`config.mk`:
```
export PLATFORM = sky130hd
export DESIGN_NAME = sensor_frame_spi_reader_flat
export DESIGN_NICKNAME = d
export VERILOG_FILES = /design/src/rtl/sensor_frame_pkg.sv /design/src/rtl/sensor_frame_spi_reader_if.sv /design/src/rtl/spi_mode0_rx_shifter.sv /design/src/rtl/sensor_frame_spi_reader.sv /design/src/flat_wrapper.sv
export SDC_FILE = /design/constraint.sdc
export NUM_CORES = 1
export LEC_CHECK = 0
export CORE_MARGIN = 4
export CORE_UTILIZATION = 51
export CTS_CLUSTER_DIAMETER = 40
export DETAILED_ROUTE_END_ITERATION = 10
export PLACE_DENSITY = 0.76
export SYNTH_ARGS = -nofsm -noshare
export SYNTH_HDL_FRONTEND = slang
export SYNTH_SLANG_ARGS = --single-unit
```
`constraint.sdc`:
```
create_clock -name clk -period 2.3 [get_ports clk]
set_input_delay 0.46 -clock clk [delete_from_list [all_inputs] [get_ports clk]]
set_output_delay 0.46 -clock clk [all_outputs]
set_load 0.02 [all_outputs]
```
`src/rtl/sensor_frame_pkg.sv`:
```
`default_nettype none
// ============================================================================
// Module      : sensor_frame_pkg
// Description : Sensor frame layout, error codes, FSM states and field helpers.
// Revision    : 1.0 - initial release
// ============================================================================
package sensor_frame_pkg;

   localparam int         FRAME_BYTES = 32;
   localparam int         FRAME_BITS  = FRAME_BYTES * 8;
   localparam logic [7:0] HEADER      = 8'hAA;

   localparam int OFS_HEADER   = 0;
   localparam int OFS_FLAGS    = 1;
   localparam int OFS_QUAT1    = 2;
   localparam int OFS_GYRO1    = 10;
   localparam int OFS_QUAT2    = 16;
   localparam int OFS_GYRO2    = 24;
   localparam int OFS_RESERVED = 30;
   localparam int OFS_CHECKSUM = 31;

   localparam int FLAG_QUAT1_VALID = 0;
   localparam int FLAG_GYRO1_VALID = 1;
   localparam int FLAG_QUAT2_VALID = 2;
   localparam int FLAG_GYRO2_VALID = 3;
   localparam int FLAG_CALIBRATE   = 4;
   localparam int FLAG_KICK        = 5;

   localparam logic [1:0] ERR_NONE     = 2'd0;
   localparam logic [1:0] ERR_TIMEOUT  = 2'd1;
   localparam logic [1:0] ERR_HEADER   = 2'd2;
   localparam logic [1:0] ERR_CHECKSUM = 2'd3;

   typedef enum logic [2:0] {
      ST_IDLE  = 3'd0,
      ST_REQ   = 3'd1,
      ST_SHIFT = 3'd2,
      ST_REL   = 3'd3,
      ST_CHK   = 3'd4
   } state_e;

   typedef struct packed {
      logic signed [15:0] w;
      logic signed [15:0] x;
      logic signed [15:0] y;
      logic signed [15:0] z;
   } quat_t;

   typedef struct packed {
      logic signed [15:0] x;
      logic signed [15:0] y;
      logic signed [15:0] z;
   } gyro_t;

   typedef struct packed {
      quat_t      quat1;
      gyro_t      gyro1;
      quat_t      quat2;
      gyro_t      gyro2;
      logic [7:0] flags;
   } frame_fields_t;

   // Byte 0 sits in the top bits because the frame is shifted in MSB first.
   function automatic logic [7:0] frame_byte(input logic [FRAME_BITS-1:0] f, input int idx);
      return f[FRAME_BITS-1-8*idx -: 8];
   endfunction

   function automatic logic [15:0] frame_word(input logic [FRAME_BITS-1:0] f, input int idx);
      return {frame_byte(f, idx), frame_byte(f, idx + 1)};
   endfunction

   function automatic logic [7:0] frame_xor(input logic [FRAME_BITS-1:0] f);
      logic [7:0] acc;
      acc = 8'h00;
      for (int i = 0; i < OFS_CHECKSUM; i++) begin
         acc = acc ^ frame_byte(f, i);
      end
      return acc;
   endfunction

   function automatic frame_fields_t unpack_frame(input logic [FRAME_BITS-1:0] f);
      frame_fields_t r;
      r.quat1.w = frame_word(f, OFS_QUAT1 + 0);
      r.quat1.x = frame_word(f, OFS_QUAT1 + 2);
      r.quat1.y = frame_word(f, OFS_QUAT1 + 4);
      r.quat1.z = frame_word(f, OFS_QUAT1 + 6);
      r.gyro1.x = frame_word(f, OFS_GYRO1 + 0);
      r.gyro1.y = frame_word(f, OFS_GYRO1 + 2);
      r.gyro1.z = frame_word(f, OFS_GYRO1 + 4);
      r.quat2.w = frame_word(f, OFS_QUAT2 + 0);
      r.quat2.x = frame_word(f, OFS_QUAT2 + 2);
      r.quat2.y = frame_word(f, OFS_QUAT2 + 4);
      r.quat2.z = frame_word(f, OFS_QUAT2 + 6);
      r.gyro2.x = frame_word(f, OFS_GYRO2 + 0);
      r.gyro2.y = frame_word(f, OFS_GYRO2 + 2);
      r.gyro2.z = frame_word(f, OFS_GYRO2 + 4);
      r.flags   = frame_byte(f, OFS_FLAGS);
      return r;
   endfunction

endpackage
`default_nettype wire

```
`src/rtl/sensor_frame_spi_reader_if.sv`:
```
`default_nettype none
// ============================================================================
// Module      : sensor_frame_spi_reader_if
// Description : load/done/sck/mosi/miso link between frame reader and slave.
// Revision    : 1.0 - initial release
// ============================================================================
interface sensor_frame_spi_reader_if;
   logic load;
   logic done;
   logic sck;
   logic mosi;
   logic miso;

   modport master (output load, output sck, output mosi, input done, input miso);
   modport slave  (input load, input sck, input mosi, output done, output miso);
endinterface
`default_nettype wire

```
`src/rtl/spi_mode0_rx_shifter.sv`:
```
`default_nettype none
// ============================================================================
// Module      : spi_mode0_rx_shifter
// Description : Mode-0 sck divider and 256-bit receive shift register.
// Revision    : 1.0 - initial release
// ============================================================================
module spi_mode0_rx_shifter
   import sensor_frame_pkg::*;
#(
   parameter int SCK_HALF = 4
) (
   input  logic                  clk,
   input  logic                  fpga_rst_n,
   input  logic                  go,
   input  logic                  miso,
   output logic                  sck,
   output logic                  finished,
   output logic [FRAME_BITS-1:0] frame
);

   localparam logic [7:0] HALF_LAST = 8'(SCK_HALF - 1);
   localparam logic [4:0] BYTE_LAST = 5'(FRAME_BYTES - 1);

   logic       active;
   logic [7:0] div_cnt;
   logic [2:0] bit_cnt;
   logic [4:0] byte_cnt;
   logic       half_end;
   logic       last_bit;

   assign half_end = active && (div_cnt == HALF_LAST);
   assign last_bit = (bit_cnt == 3'd7) && (byte_cnt == BYTE_LAST);
   // Asserted during the final high half so the FSM leaves SHIFT on the falling edge.
   assign finished = half_end && sck && last_bit;

   always_ff @(posedge clk or negedge fpga_rst_n) begin
      if (!fpga_rst_n) begin
         active   <= 1'b0;
         div_cnt  <= 8'd0;
         bit_cnt  <= 3'd0;
         byte_cnt <= 5'd0;
         sck      <= 1'b0;
         frame    <= '0;
      end else if (go) begin
         active   <= 1'b1;
         div_cnt  <= 8'd0;
         bit_cnt  <= 3'd0;
         byte_cnt <= 5'd0;
         sck      <= 1'b0;
      end else if (active) begin
         if (half_end) begin
            div_cnt <= 8'd0;
            if (!sck) begin
               sck <= 1'b1;
            end else begin
               // Sample on the last high cycle, just before the slave shifts on the fall.
               sck     <= 1'b0;
               frame   <= {frame[FRAME_BITS-2:0], miso};
               bit_cnt <= bit_cnt + 3'd1;
               if (bit_cnt == 3'd7) begin
                  byte_cnt <= byte_cnt + 5'd1;
               end
               if (last_bit) begin
                  active <= 1'b0;
               end
            end
         end else begin
            div_cnt <= div_cnt + 8'd1;
         end
      end
   end

endmodule
`default_nettype wire

```
`src/rtl/sensor_frame_spi_reader.sv`:
```
`default_nettype none
// ============================================================================
// Module      : sensor_frame_spi_reader
// Description : Fetches, checks and unpacks the 32-byte sensor frame over SPI.
//               Define SENSOR_FRAME_CHECKSUM_EN to verify the B31 XOR checksum.
// Revision    : 1.0 - initial release
// ============================================================================
module sensor_frame_spi_reader
   import sensor_frame_pkg::*;
#(
   parameter int SCK_HALF     = 4,
   parameter int DONE_TIMEOUT = 30000
) (
   input  logic                      clk,
   input  logic                      fpga_rst_n,
   input  logic                      start,
   output logic                      busy,
   sensor_frame_spi_reader_if.master spi,
   output logic signed [15:0]        quat1_w,
   output logic signed [15:0]        quat1_x,
   output logic signed [15:0]        quat1_y,
   output logic signed [15:0]        quat1_z,
   output logic signed [15:0]        quat2_w,
   output logic signed [15:0]        quat2_x,
   output logic signed [15:0]        quat2_y,
   output logic signed [15:0]        quat2_z,
   output logic signed [15:0]        gyro1_x,
   output logic signed [15:0]        gyro1_y,
   output logic signed [15:0]        gyro1_z,
   output logic signed [15:0]        gyro2_x,
   output logic signed [15:0]        gyro2_y,
   output logic signed [15:0]        gyro2_z,
   output logic [7:0]                flags,
   output logic                      frame_valid,
   output logic                      frame_error,
   output logic [1:0]                err_code
);

   localparam logic [2:0]  S_IDLE       = ST_IDLE;
   localparam logic [2:0]  S_REQ        = ST_REQ;
   localparam logic [2:0]  S_SHIFT      = ST_SHIFT;
   localparam logic [2:0]  S_REL        = ST_REL;
   localparam logic [2:0]  S_CHK        = ST_CHK;
   localparam logic [15:0] TIMEOUT_LAST = 16'(DONE_TIMEOUT - 1);

   logic [2:0]            state;
   logic                  load_q;
   logic [15:0]           tcnt;
   logic                  done_meta;
   logic                  done_s;
   logic                  shift_go;
   logic                  shift_finished;
   logic                  sck_int;
   logic [FRAME_BITS-1:0] frame;
   logic                  hdr_ok;
   logic                  ck_ok;
   frame_fields_t         fields;

   always_ff @(posedge clk or negedge fpga_rst_n) begin
      if (!fpga_rst_n) begin
         done_meta <= 1'b0;
         done_s    <= 1'b0;
      end else begin
         done_meta <= spi.done;
         done_s    <= done_meta;
      end
   end

   assign shift_go = (state == S_REQ) && done_s;

   spi_mode0_rx_shifter #(
      .SCK_HALF (SCK_HALF)
   ) u_shifter (
      .clk        (clk),
      .fpga_rst_n (fpga_rst_n),
      .go         (shift_go),
      .miso       (spi.miso),
      .sck        (sck_int),
      .finished   (shift_finished),
      .frame      (frame)
   );

   assign hdr_ok = (frame_byte(frame, OFS_HEADER) == HEADER);
`ifdef SENSOR_FRAME_CHECKSUM_EN
   assign ck_ok  = (frame_xor(frame) == frame_byte(frame, OFS_CHECKSUM));
`else
   assign ck_ok  = 1'b1;
`endif

   always_ff @(posedge clk or negedge fpga_rst_n) begin
      if (!fpga_rst_n) begin
         state       <= S_IDLE;
         load_q      <= 1'b0;
         tcnt        <= 16'd0;
         frame_valid <= 1'b0;
         frame_error <= 1'b0;
         err_code    <= ERR_NONE;
         fields      <= '0;
      end else begin
         frame_valid <= 1'b0;
         frame_error <= 1'b0;
         case (state)
            S_IDLE: begin
               if (start) begin
                  // A slave still signalling done means the link is stuck; refuse the request.
                  if (done_s) begin
                     frame_error <= 1'b1;
                     err_code    <= ERR_TIMEOUT;
                  end else begin
                     state    <= S_REQ;
                     load_q   <= 1'b1;
                     tcnt     <= 16'd0;
                     err_code <= ERR_NONE;
                  end
               end
            end
            S_REQ: begin
               if (done_s) begin
                  state <= S_SHIFT;
               end else if (tcnt == TIMEOUT_LAST) begin
                  state       <= S_IDLE;
                  load_q      <= 1'b0;
                  frame_error <= 1'b1;
                  err_code    <= ERR_TIMEOUT;
               end else begin
                  tcnt <= tcnt + 16'd1;
               end
            end
            S_SHIFT: begin
               if (shift_finished) begin
                  state  <= S_REL;
                  load_q <= 1'b0;
                  tcnt   <= 16'd0;
               end
            end
            S_REL: begin
               if (!done_s) begin
                  state <= S_CHK;
               end else if (tcnt == TIMEOUT_LAST) begin
                  state       <= S_IDLE;
                  frame_error <= 1'b1;
                  err_code    <= ERR_TIMEOUT;
               end else begin
                  tcnt <= tcnt + 16'd1;
               end
            end
            S_CHK: begin
               state <= S_IDLE;
               if (!hdr_ok) begin
                  frame_error <= 1'b1;
                  err_code    <= ERR_HEADER;
               end else if (!ck_ok) begin
                  frame_error <= 1'b1;
                  err_code    <= ERR_CHECKSUM;
               end else begin
                  fields      <= unpack_frame(frame);
                  frame_valid <= 1'b1;
                  err_code    <= ERR_NONE;
               end
            end
            default: begin
               state  <= S_IDLE;
               load_q <= 1'b0;
            end
         endcase
      end
   end

   assign busy     = (state != S_IDLE);
   assign spi.load = load_q;
   assign spi.sck  = sck_int;
   assign spi.mosi = 1'b0;

   assign quat1_w = fields.quat1.w;
   assign quat1_x = fields.quat1.x;
   assign quat1_y = fields.quat1.y;
   assign quat1_z = fields.quat1.z;
   assign quat2_w = fields.quat2.w;
   assign quat2_x = fields.quat2.x;
   assign quat2_y = fields.quat2.y;
   assign quat2_z = fields.quat2.z;
   assign gyro1_x = fields.gyro1.x;
   assign gyro1_y = fields.gyro1.y;
   assign gyro1_z = fields.gyro1.z;
   assign gyro2_x = fields.gyro2.x;
   assign gyro2_y = fields.gyro2.y;
   assign gyro2_z = fields.gyro2.z;
   assign flags   = fields.flags;

endmodule
`default_nettype wire

```
`src/flat_wrapper.sv`:
```
// flat-port wrapper written by rule: the top's interface ports become plain ports
module sensor_frame_spi_reader_flat import sensor_frame_pkg::*;
#(
   parameter int SCK_HALF     = 4,
   parameter int DONE_TIMEOUT = 30000
)
  (clk, fpga_rst_n, start, busy, quat1_w, quat1_x, quat1_y, quat1_z, quat2_w, quat2_x, quat2_y, quat2_z, gyro1_x, gyro1_y, gyro1_z, gyro2_x, gyro2_y, gyro2_z, flags, frame_valid, frame_error, err_code, spi_load, spi_sck, spi_mosi, spi_done, spi_miso);
  sensor_frame_spi_reader_if spi_i ();
  input  logic clk;
  input  logic fpga_rst_n;
  input  logic start;
  output logic busy;
  output logic signed [15:0] quat1_w;
  output logic signed [15:0] quat1_x;
  output logic signed [15:0] quat1_y;
  output logic signed [15:0] quat1_z;
  output logic signed [15:0] quat2_w;
  output logic signed [15:0] quat2_x;
  output logic signed [15:0] quat2_y;
  output logic signed [15:0] quat2_z;
  output logic signed [15:0] gyro1_x;
  output logic signed [15:0] gyro1_y;
  output logic signed [15:0] gyro1_z;
  output logic signed [15:0] gyro2_x;
  output logic signed [15:0] gyro2_y;
  output logic signed [15:0] gyro2_z;
  output logic [7:0] flags;
  output logic frame_valid;
  output logic frame_error;
  output logic [1:0] err_code;
  output wire logic [$bits(spi_i.load)-1:0] spi_load;
  output wire logic [$bits(spi_i.sck)-1:0] spi_sck;
  output wire logic [$bits(spi_i.mosi)-1:0] spi_mosi;
  input wire logic [$bits(spi_i.done)-1:0] spi_done;
  input wire logic [$bits(spi_i.miso)-1:0] spi_miso;
  assign spi_load = spi_i.load;
  assign spi_sck = spi_i.sck;
  assign spi_mosi = spi_i.mosi;
  assign spi_i.done = spi_done;
  assign spi_i.miso = spi_miso;
  sensor_frame_spi_reader #(.SCK_HALF(SCK_HALF), .DONE_TIMEOUT(DONE_TIMEOUT)) u_core (.clk(clk), .fpga_rst_n(fpga_rst_n), .start(start), .busy(busy), .spi(spi_i), .quat1_w(quat1_w), .quat1_x(quat1_x), .quat1_y(quat1_y), .quat1_z(quat1_z), .quat2_w(quat2_w), .quat2_x(quat2_x), .quat2_y(quat2_y), .quat2_z(quat2_z), .gyro1_x(gyro1_x), .gyro1_y(gyro1_y), .gyro1_z(gyro1_z), .gyro2_x(gyro2_x), .gyro2_y(gyro2_y), .gyro2_z(gyro2_z), .flags(flags), .frame_valid(frame_valid), .frame_error(frame_error), .err_code(err_code));
endmodule
```
# [Word-level counts from Yosys, hierarchy flattened]
# Index checks and enable logic that the tools add are counted.
[word_totals] regBits=532 output_inout_bits=240 input_bits=5
[op_classes] addsub=4 n_bitwise=2 reduce_logical=23 muxes=57 eq_ne=15
[op_table] op="16-bit 2-to-1 mux" count=6
[op_table] op="16-bit case mux with 4 select lines" count=1
[op_table] op="3-bit 2-to-1 mux" count=10
[op_table] op="5-bit 2-to-1 mux" count=5
[op_table] op="8-bit 2-to-1 mux" count=3
[op_table] op="1-bit 2-to-1 mux" count=23
[op_table] op="16-bit by 1-bit adder with 16-bit output, second input constant" count=1
[op_table] op="16-bit by 15-bit == test with 1-bit output, second input constant" count=1
[op_table] op="3-bit case mux with 4 select lines" count=1
[op_table] op="4-bit AND reduction" count=3
[op_table] op="6-bit AND reduction" count=2
[op_table] op="2-bit 2-to-1 mux" count=5
[op_table] op="8-bit by 1-bit adder with 8-bit output, second input constant" count=1
[op_table] op="8-bit by 2-bit == test with 1-bit output, second input constant" count=1
[op_table] op="8-bit == test, second input constant" count=1
[op_table] op="2-bit != test, second input constant" count=4
[op_table] op="1-bit case mux with 4 select lines" count=2
[op_table] op="2-bit case mux with 4 select lines" count=1
[op_table] op="2-bit nonzero test" count=4
[op_table] op="4-bit nonzero test" count=2
[op_table] op="3-bit by 2-bit == test with 1-bit output, second input constant" count=2
[op_table] op="3-bit == test, second input constant" count=2
[op_table] op="3-bit AND reduction" count=2
[op_table] op="5-bit by 1-bit adder with 5-bit output, second input constant" count=1
[op_table] op="10 further kinds" count=17

# [Logic depth before layout (Yosys ltp)]
# Gate-level depths: netlist of the first run.
[depth] word_depth=7 ltp_mapped=9 mapped_depth_nobuf=8

# [Cells and area by module]
# From an unflattened synthesis of the first run, not the netlist that was laid out.
[hier_totals] hier_cells=1294 area_unflattened_um2=20808.7
[modules_own_cells] module="spi_mode0_rx_shifter" seq_area_each_um2=6856.6 area_each_um2=10627.7 cells_each=644 instances=1
[modules_own_cells] module="sensor_frame_spi_reader" seq_area_each_um2=6456.2 area_each_um2=10181.0 cells_each=650 instances=1

# [Least setup slack after synthesis of the first run]
# Ideal clock, no wire load.
[synth_path] path_type="register to register" start="register u_core.u_shifter.div_cnt[4]" end="register u_core.u_shifter.frame[0]" t_arrival_ns=2.205 setup_time_ns=0.125 required_time_ns=2.175 slack_ns=-0.030 n_path_buf=3 stages_incl_launch_ff=9 path_cell_list="dfrtp_1 > or4_4 > nor4_4 > nand2_2 > or2_1 > buf_2 > buf_6 > buf_6 > mux2_4"
[synth_via] elab_chain_cells=3
[synth_rtl] element="start, declared" line_no="spi_mode0_rx_shifter.sv:25" source="logic [7:0] div_cnt;"
[synth_rtl] element="start signal, assigned" line_no="spi_mode0_rx_shifter.sv:68" source="div_cnt <= div_cnt + 8'd1;"
[synth_rtl] element="8-bit by 2-bit == test with 1-bit output" line_no="spi_mode0_rx_shifter.sv:31" source="assign half_end = active && (div_cnt == HALF_LAST);"
[synth_rtl] element="1-bit logical AND" line_no="spi_mode0_rx_shifter.sv:31"
[synth_rtl] element="4-bit AND reduction (no source line)"
[synth_rtl] element="end signal, assigned" line_no="spi_mode0_rx_shifter.sv:58" source="frame <= {frame[FRAME_BITS-2:0], miso};"
[synth_rtl] element="end, declared" line_no="spi_mode0_rx_shifter.sv:18" source="output logic [FRAME_BITS-1:0] frame"
# Every way passes these cells.
# A chain may end at the register's enable or synchronous reset.

# [Worst setup path after layout of the first run]
[layout_path] start="register u_core.u_shifter.div_cnt[4]" end="register u_core.u_shifter.frame[141]"
# The elaborated chain is that of the path after synthesis.

==> results of run 1 <==
power breakdown:
group | switching, uW | internal, uW
logic | 1290 | 1040
clock network | 4260 | 7000
registers | 134 | 9540
per-layer routing:
metal	share of wire	wire [um]
met4	0.024	1160
met3	0.046	2250
met2	0.49	24100
met5	0	0
met1	0.44	21500
state kept, by name, indices dropped and copies added, names as in the netlist, 2 cells and up:
| signal | count |
|---|---|
| u_core.quat2_y | 16 |
| u_core.u_shifter.frame | 256 |
| u_core.quat2_w | 16 |
| u_core.gyro2_y | 16 |
| u_core.quat2_x | 16 |
| u_core.gyro1_z | 16 |
| u_core.flags | 8 |
| u_core.tcnt | 16 |
| u_core.quat1_w | 16 |
| u_core.state | 3 |
| u_core.gyro1_x | 16 |
| u_core.gyro2_z | 16 |
| u_core.quat1_z | 16 |
| u_core.u_shifter.byte_cnt | 5 |
| u_core.quat1_y | 16 |
| u_core.quat1_x | 16 |
| u_core.u_shifter.div_cnt | 8 |
| u_core.quat2_z | 16 |
| u_core.err_code | 2 |
| u_core.gyro2_x | 16 |
| u_core.u_shifter.bit_cnt | 3 |
| u_core.gyro1_y | 16 |
synthesized netlist by cell type (all sizes together) (2+ instances only):
cell type | number | area, um2
nand2 | 712 | 2680
xnor2 | 2 | 17.5
buf | 37 | 349
nor3 | 3 | 15.0
inv | 7 | 26.3
nand3 | 16 | 80.1
nor2 | 30 | 113
mux2i | 3 | 30.0
a22o | 2 | 17.5
nor3b | 2 | 15.0
or4 | 2 | 18.8
a21boi | 2 | 15.0
nor4b | 2 | 17.5
a31oi | 7 | 43.8
clkbuf | 52 | 195
nor4bb | 3 | 30.0
a211oi | 2 | 15.0
and3 | 15 | 93.8
ha | 6 | 75.1
a221o | 5 | 50.1
nand2b | 2 | 12.5
o21ai | 14 | 70.1
nand4 | 5 | 31.3
a21o | 2 | 15.0
a21oi | 16 | 80.1
mux2 | 257 | 3790
or3 | 6 | 37.5
dfrtp | 532 | 13300
xor2 | 4 | 35.0
worst paths after layout:
| path | startpoint | to | slack (ns) | depth (start not counted) |
|---|---|---|---|---|
| setup reg to reg | u_core.u_shifter.div_cnt[4]$_DFFE_PN0P_ | u_core.u_shifter.frame[141]$_DFFE_PN0P_ | -0.17 | 8 |
| setup / recovery | u_core.u_shifter.div_cnt[4]$_DFFE_PN0P_ | u_core.u_shifter.frame[141]$_DFFE_PN0P_ | -0.17 | 8 |
| min in group asynchronous | fpga_rst_n | u_core.quat1_y[11]$_DFFE_PN0P_ | 0.41 | 2 |
| max in group asynchronous | fpga_rst_n | u_core.quat1_x[0]$_DFFE_PN0P_ | 1.03 | 4 |
| hold / removal | spi_done | u_core.done_meta$_DFF_PN0_ | 0.34 | 1 |
| hold reg to reg | u_core.done_meta$_DFF_PN0_ | u_core.done_s$_DFF_PN0_ | 0.38 | 0 |
cell type report:
cell class                 instances  area [um2]
fill                            2871       13600
sequential                       532       13300
multi-input combinational       1138        7580
timing repair buffer             331        3560
clock buffer                      84        1940
tap                              532         666
clock inverter                    41         512
inverter                           8        41.3
metrics by stage:
step	TNS [ns]	setup WS (ns)	total power, uW
floorplan	-6.18	-0.0271	11200
global placement	-21.79	-0.124	11700
detailed placement	-32.99	-0.172	11800
CTS	-14.79	-0.108	23200
global route	-37.53	-0.212	24100
finish	-27.54	-0.174	23300
cell families (layout without fill, tap and decap cells):
kind of cell	Yosys count	in the layout	synth area share
AOI/OAI and AO/OA	59	59	0.0180
xor gates and xnor gates	6	6	0.00245
adders and majority gates	6	6	0.00350
buffers and inverters	97	464	0.0268
DFF	532	532	0.621
muxes	260	260	0.179
other	1	1	0.000175
and+or+nand+nor	803	806	0.149
timing repair:
action,4_1_cts,5_1_grt
cloned,4,12
resized for setup,11,13
hold buffers,1,0
pin swaps,0,2
endpoints found under the hold margin,33,0
endpoints found under the setup margin,271,269
setup buffers,6,4
worst max-delay path, delay by kind of cell (launching register included):
family	cells	cell delay, ns
muxes	1	0.30
DFF	1	0.39
and+or+nand+nor	4	1.14
buffers and inverters	3	0.52
==> metrics, run 1 <==
ANT nets after route 0; DRT Pass-1 Iters 5; CTS tree done; Post-synth ARST share 1.00; register bit total from synthesis about 530; Starting DRT DRC Count between 900 and 1,000; dpl cell area 24,700 um2; Global Route Usage Sum 0.210; GR peak layer met2; Power Dens Cells between 800 and 900 nW/um2; Hold WC Path Type input pin to flop; Port Buffer Count between 200 and 250; max cap viols 0; Crit Path Max Fanout 8; DRC violations left 0; number of I/O pins 245; CTS Buf Count around 70; placed instance count about 2,500; CP max stage delay around 0.56 ns; first-pass GRT wire length 77,000 um; GR Util met3 0.0385; Reg clk slew, reported paths 0.05 ns; GR Layer Usage met2 0.340; final std cells w/o fill 2,666; clock latency at the later pin of the worst-skew pair 0.59 ns; commonest non-fill, non-tap cell in the layout nand2_1; met1 global-route usage 0.291; crit-path cells or4_4 > nor4_4 > buf_4 > nand2_4 > or2_4 > buf_12 > clkbuf_16 > mux2_4; endpoints failing hold 0; VDD IR-drop max ~0.63 mV; grt total ovfl 0; Synth Instances 1,764; Leak ~0.015 uW; Setup CP Type flop to flop; failing checks setup timing; CP required about 2.8 ns; Final Wtd Congestion approximately 0.82; period utilisation layout 1.08; clock sink count ~530; Area Overhead vs Synth 28.9%; Top FF cell, synth dfrtp_1; layout cells sized above 1 0.225; Worst-Margin Slew around 0.77 ns; Vias approximately 14,000; final max-slew violation count 0; DIE AREA 45,300 um2; final setup violation count approximately 250; RSZ-0062 raised after global routing true; Final Instance Area about 28,000 um2; Placeable Area between 40,000 and 50,000 um2; commonest non-fill, non-tap cells in the layout 711 x nand2_1, 532 x dfrtp_1, 241 x clkdlybuf4s50_1; slowest CP cell or4_4; sequential area share after synthesis 0.621; Vias/cell around 5.2; diode count 0; startpoint types flop; Avg Cell Area, Syn around 12 um2; largest net degree at the start of global routing between 100 and 150; final hold slack ~0.34 ns; Setup WS post-layout -0.174 ns; Post-Synthesis Net Count 1,775; Root Driver clkbuf_16; Core Util, Final 0.670; Post-Syn Area around 21,000 um2; clock tree buffer depth 3; Slew headroom 0.487; layout net count approximately 2,100; average wire per standard cell around 18 um; Max Clock Skew approximately 0.029 ns; Worst Path Arrival between 2 and 3 ns; Starting Density 0.520; Rows 74; Worst Setup End Kind flop; Distinct cells, synth 53; Ys Warns 0; dpl hpwl around 29,000 um; width of the die about 210 um; Post-synth EDFFs 0; min cycle time layout 2.47 ns; vias in the first global route 14,500; die height 213 um; initial antenna violation count 0; H-tree levels 3; Routed WL ~49,000 um; status finished with violations; Max Fclk ~400 MHz
No activity file was read; power rests on OpenSTA's default activity.
==> run 2, diff against run 1 <==
--- a/config.mk
+++ b/config.mk
@@ -10,6 +10,7 @@
 export CTS_CLUSTER_DIAMETER = 40
 export DETAILED_ROUTE_END_ITERATION = 10
 export PLACE_DENSITY = 0.76
+export SLEW_MARGIN = 40
 export SYNTH_ARGS = -nofsm -noshare
 export SYNTH_HDL_FRONTEND = slang
 export SYNTH_SLANG_ARGS = --single-unit
==> constraint.sdc (replaced) <==
create_clock -name clk -period 2 [get_ports clk]
set_input_delay 0.4 -clock clk [delete_from_list [all_inputs] [get_ports clk]]
set_output_delay 0.4 -clock clk [all_outputs]
set_load 0.02 [all_outputs]
==> run 2 against run 1 <==
  * The run still ends with setup timing left
  * Cell count increased by 0.86%
  * Sequential power increased by 15%
  * Combinational power increased by 19%
  * Die area unchanged
  * Non-clock buffer count increased by 20
  * Register-to-register slack got worse by 0.23 ns
  * Maximum frequency increased by 3.0%
==> metrics, run 2 (synthesis gave the netlist of run 1 again) <==
Port Buffer Count between 200 and 250; layout cells sized above 1 0.233; Hold WC Path Type input pin to flop; VDD IR-drop max approximately 0.58 mV; FF-to-FF Start u_core.u_shifter.div_cnt[4]$_DFFE_PN0P_; Final Instance Area roughly 28,000 um2; Max Clock Skew 0.0237 ns; CP required between 2 and 2.5 ns; critical path endpoint u_core.u_shifter.frame[95]$_DFFE_PN0P_; FF-to-FF setup slack -0.40 ns; dpl cell area between 20,000 and 25,000 um2; Worst-Margin Slew just over 0.5 ns; largest net degree at the start of global routing between 80 and 90; RSZ-0062 raised after global routing true; dpl hpwl between 20,000 and 30,000 um; vias in the first global route 14,700; Vias/cell around 5.2; commonest non-fill, non-tap cell in the layout nand2_1; first-pass GRT wire length approximately 77,000 um; clock sink count 532; Crit Path Max Fanout between 50 and 60; number of I/O pins about 250; Root Driver clkbuf_16; Rows between 70 and 80; CTS tree done; Reg clk slew, reported paths around 0.06 ns; ANT nets after route 0; Placeable Area between 40,000 and 50,000 um2; Vias about 14,000; Critical Path Start u_core.u_shifter.div_cnt[4]$_DFFE_PN0P_; commonest non-fill, non-tap cells in the layout 711 x nand2_1, 531 x dfrtp_1, 241 x mux2_4, 241 x clkdlybuf4s50_1, 77 x clkbuf_16; Largest Register u_core.u_shifter.frame; Area Overhead vs Synth 29.8%; Slew headroom 0.660; Worst Path Arrival 2.86 ns; final max-slew violation count 0; slowest CP cell or4_4; initial antenna violation count 0; clock tree buffer depth 3; number of cells on the critical path 6; status finished with violations; pre-CTS setup slack -0.386 ns; Worst Setup End Kind flop; reg-to-reg critical path endpoint u_core.u_shifter.frame[95]$_DFFE_PN0P_; period utilisation layout 1.20; DRC violations left 0; max cap viols 0; Setup CP Type flop to flop; min cycle time layout around 2.4 ns; CTS Buf Count between 70 and 80; width of the die between 200 and 250 um; failing checks setup timing; startpoint types flop; die height roughly 210 um; cell family with the largest share of critical-path delay simple AND/OR/NAND/NOR gates; diode count 0; layout net count approximately 2,100; Starting Density 0.520; Setup WS post-layout -0.401 ns; grt total ovfl 0; average wire per standard cell around 18 um; WP buf/inv 1; R2R cell count 6; max FFs per register between 200 and 300; Starting DRT DRC Count 999; Final Wtd Congestion between 0.8 and 0.9; Core Util, Final 0.675; Max Fclk 416 MHz; endpoints failing hold 0; Routed WL approximately 50,000 um; DIE AREA roughly 45,000 um2; Leak between 0.01 and 0.015 uW; Power Dens Cells between 900 and 1000 nW/um2; final setup violation count between 300 and 400; clock latency at the later pin of the worst-skew pair about 0.6 ns; CP max stage delay 0.55 ns; H-tree levels 3; Global Route Usage Sum 0.209; crit-path cells or4_4 > nor4_4 > nand2_2 > or2_4 > buf_12 > mux2_4; DRT Pass-1 Iters 5
## run 2: cell types whose count changed in the layout (fill, tap and decap cells not counted), moves of 5 or more
cell,delta
buf_6,+5
clkbuf_8,-5
buf_16,-5
clkbuf_1,+6
buf_4,+12
buf_12,+10
## run 2: metrics by stage
step                hold slack (ns)  setup TNS (ns)  total power (uW)  instances
floorplan                     0.104          -83.41             12900       1764
global placement              0.331          -83.82             13700       2540
detailed placement            0.331          -91.70             13800       2540
CTS                           0.236          -93.70             27100       2677
global route                  0.262         -116.53             28000       2689
finish                        0.260          -98.09             27000       2689
## run 2: worst min-delay path by stage
stage / start / end / slack, ns / cells after the start
global placement: fpga_rst_n / u_core.gyro1_z[8]$_DFFE_PN0P_ / 0.33 / 1
global route: spi_done / u_core.done_meta$_DFF_PN0_ / 0.26 / 1
detailed placement: fpga_rst_n / u_core.gyro1_z[8]$_DFFE_PN0P_ / 0.33 / 1
finish: spi_done / u_core.done_meta$_DFF_PN0_ / 0.26 / 1
floorplan: fpga_rst_n / u_core.done_meta$_DFF_PN0_ / 0.10 / 0
CTS: spi_done / u_core.done_meta$_DFF_PN0_ / 0.24 / 1
## run 2: routing by layer
layer / global-route usage / routed length (um)
met5: 0 / 0
met4: 0.0740 / 1430
met3: 0.0381 / 2180
met2: 0.343 / 24100
met1: 0.283 / 20900
## run 2: what timing repair did
| action | 4_1_cts | 5_1_grt |
|---|---|---|
| cloned | 1 | 8 |
| buffers inserted | 5 | 4 |
| hold buffers | 1 | 0 |
| endpoints found under the setup margin | 366 | 510 |
| endpoints found under the hold margin | 30 | 0 |
| pin swaps | 3 | 2 |
| gates resized for setup | 12 | 17 |
## run 2: area by class of cell
class / instances / area [um2]
Clock buffer: 86 / 1920
Fill cell: 2797 / 13400
Timing Repair Buffer: 351 / 3720
Sequential cell: 532 / 13300
Clock inverter: 44 / 578
Inverter: 8 / 42.5
Tap cell: 532 / 666
Multi-Input combinational cell: 1136 / 7570
## run 2: report_power, final
group          internal, uW  switching [uW]  leakage [uW]
clock                  8150            4940       0.00119
sequential            11000             156       0.00740
combinational          1290            1490       0.00633
total                 20400            6590        0.0149
## run 2: worst reg2reg max path: stages, from the launching register on
cell     delay, ns
dfrtp_1       0.37
or4_4         0.55
nor4_4        0.23
nand2_2       0.15
or2_4         0.33
buf_12        0.27
mux2_4        0.37
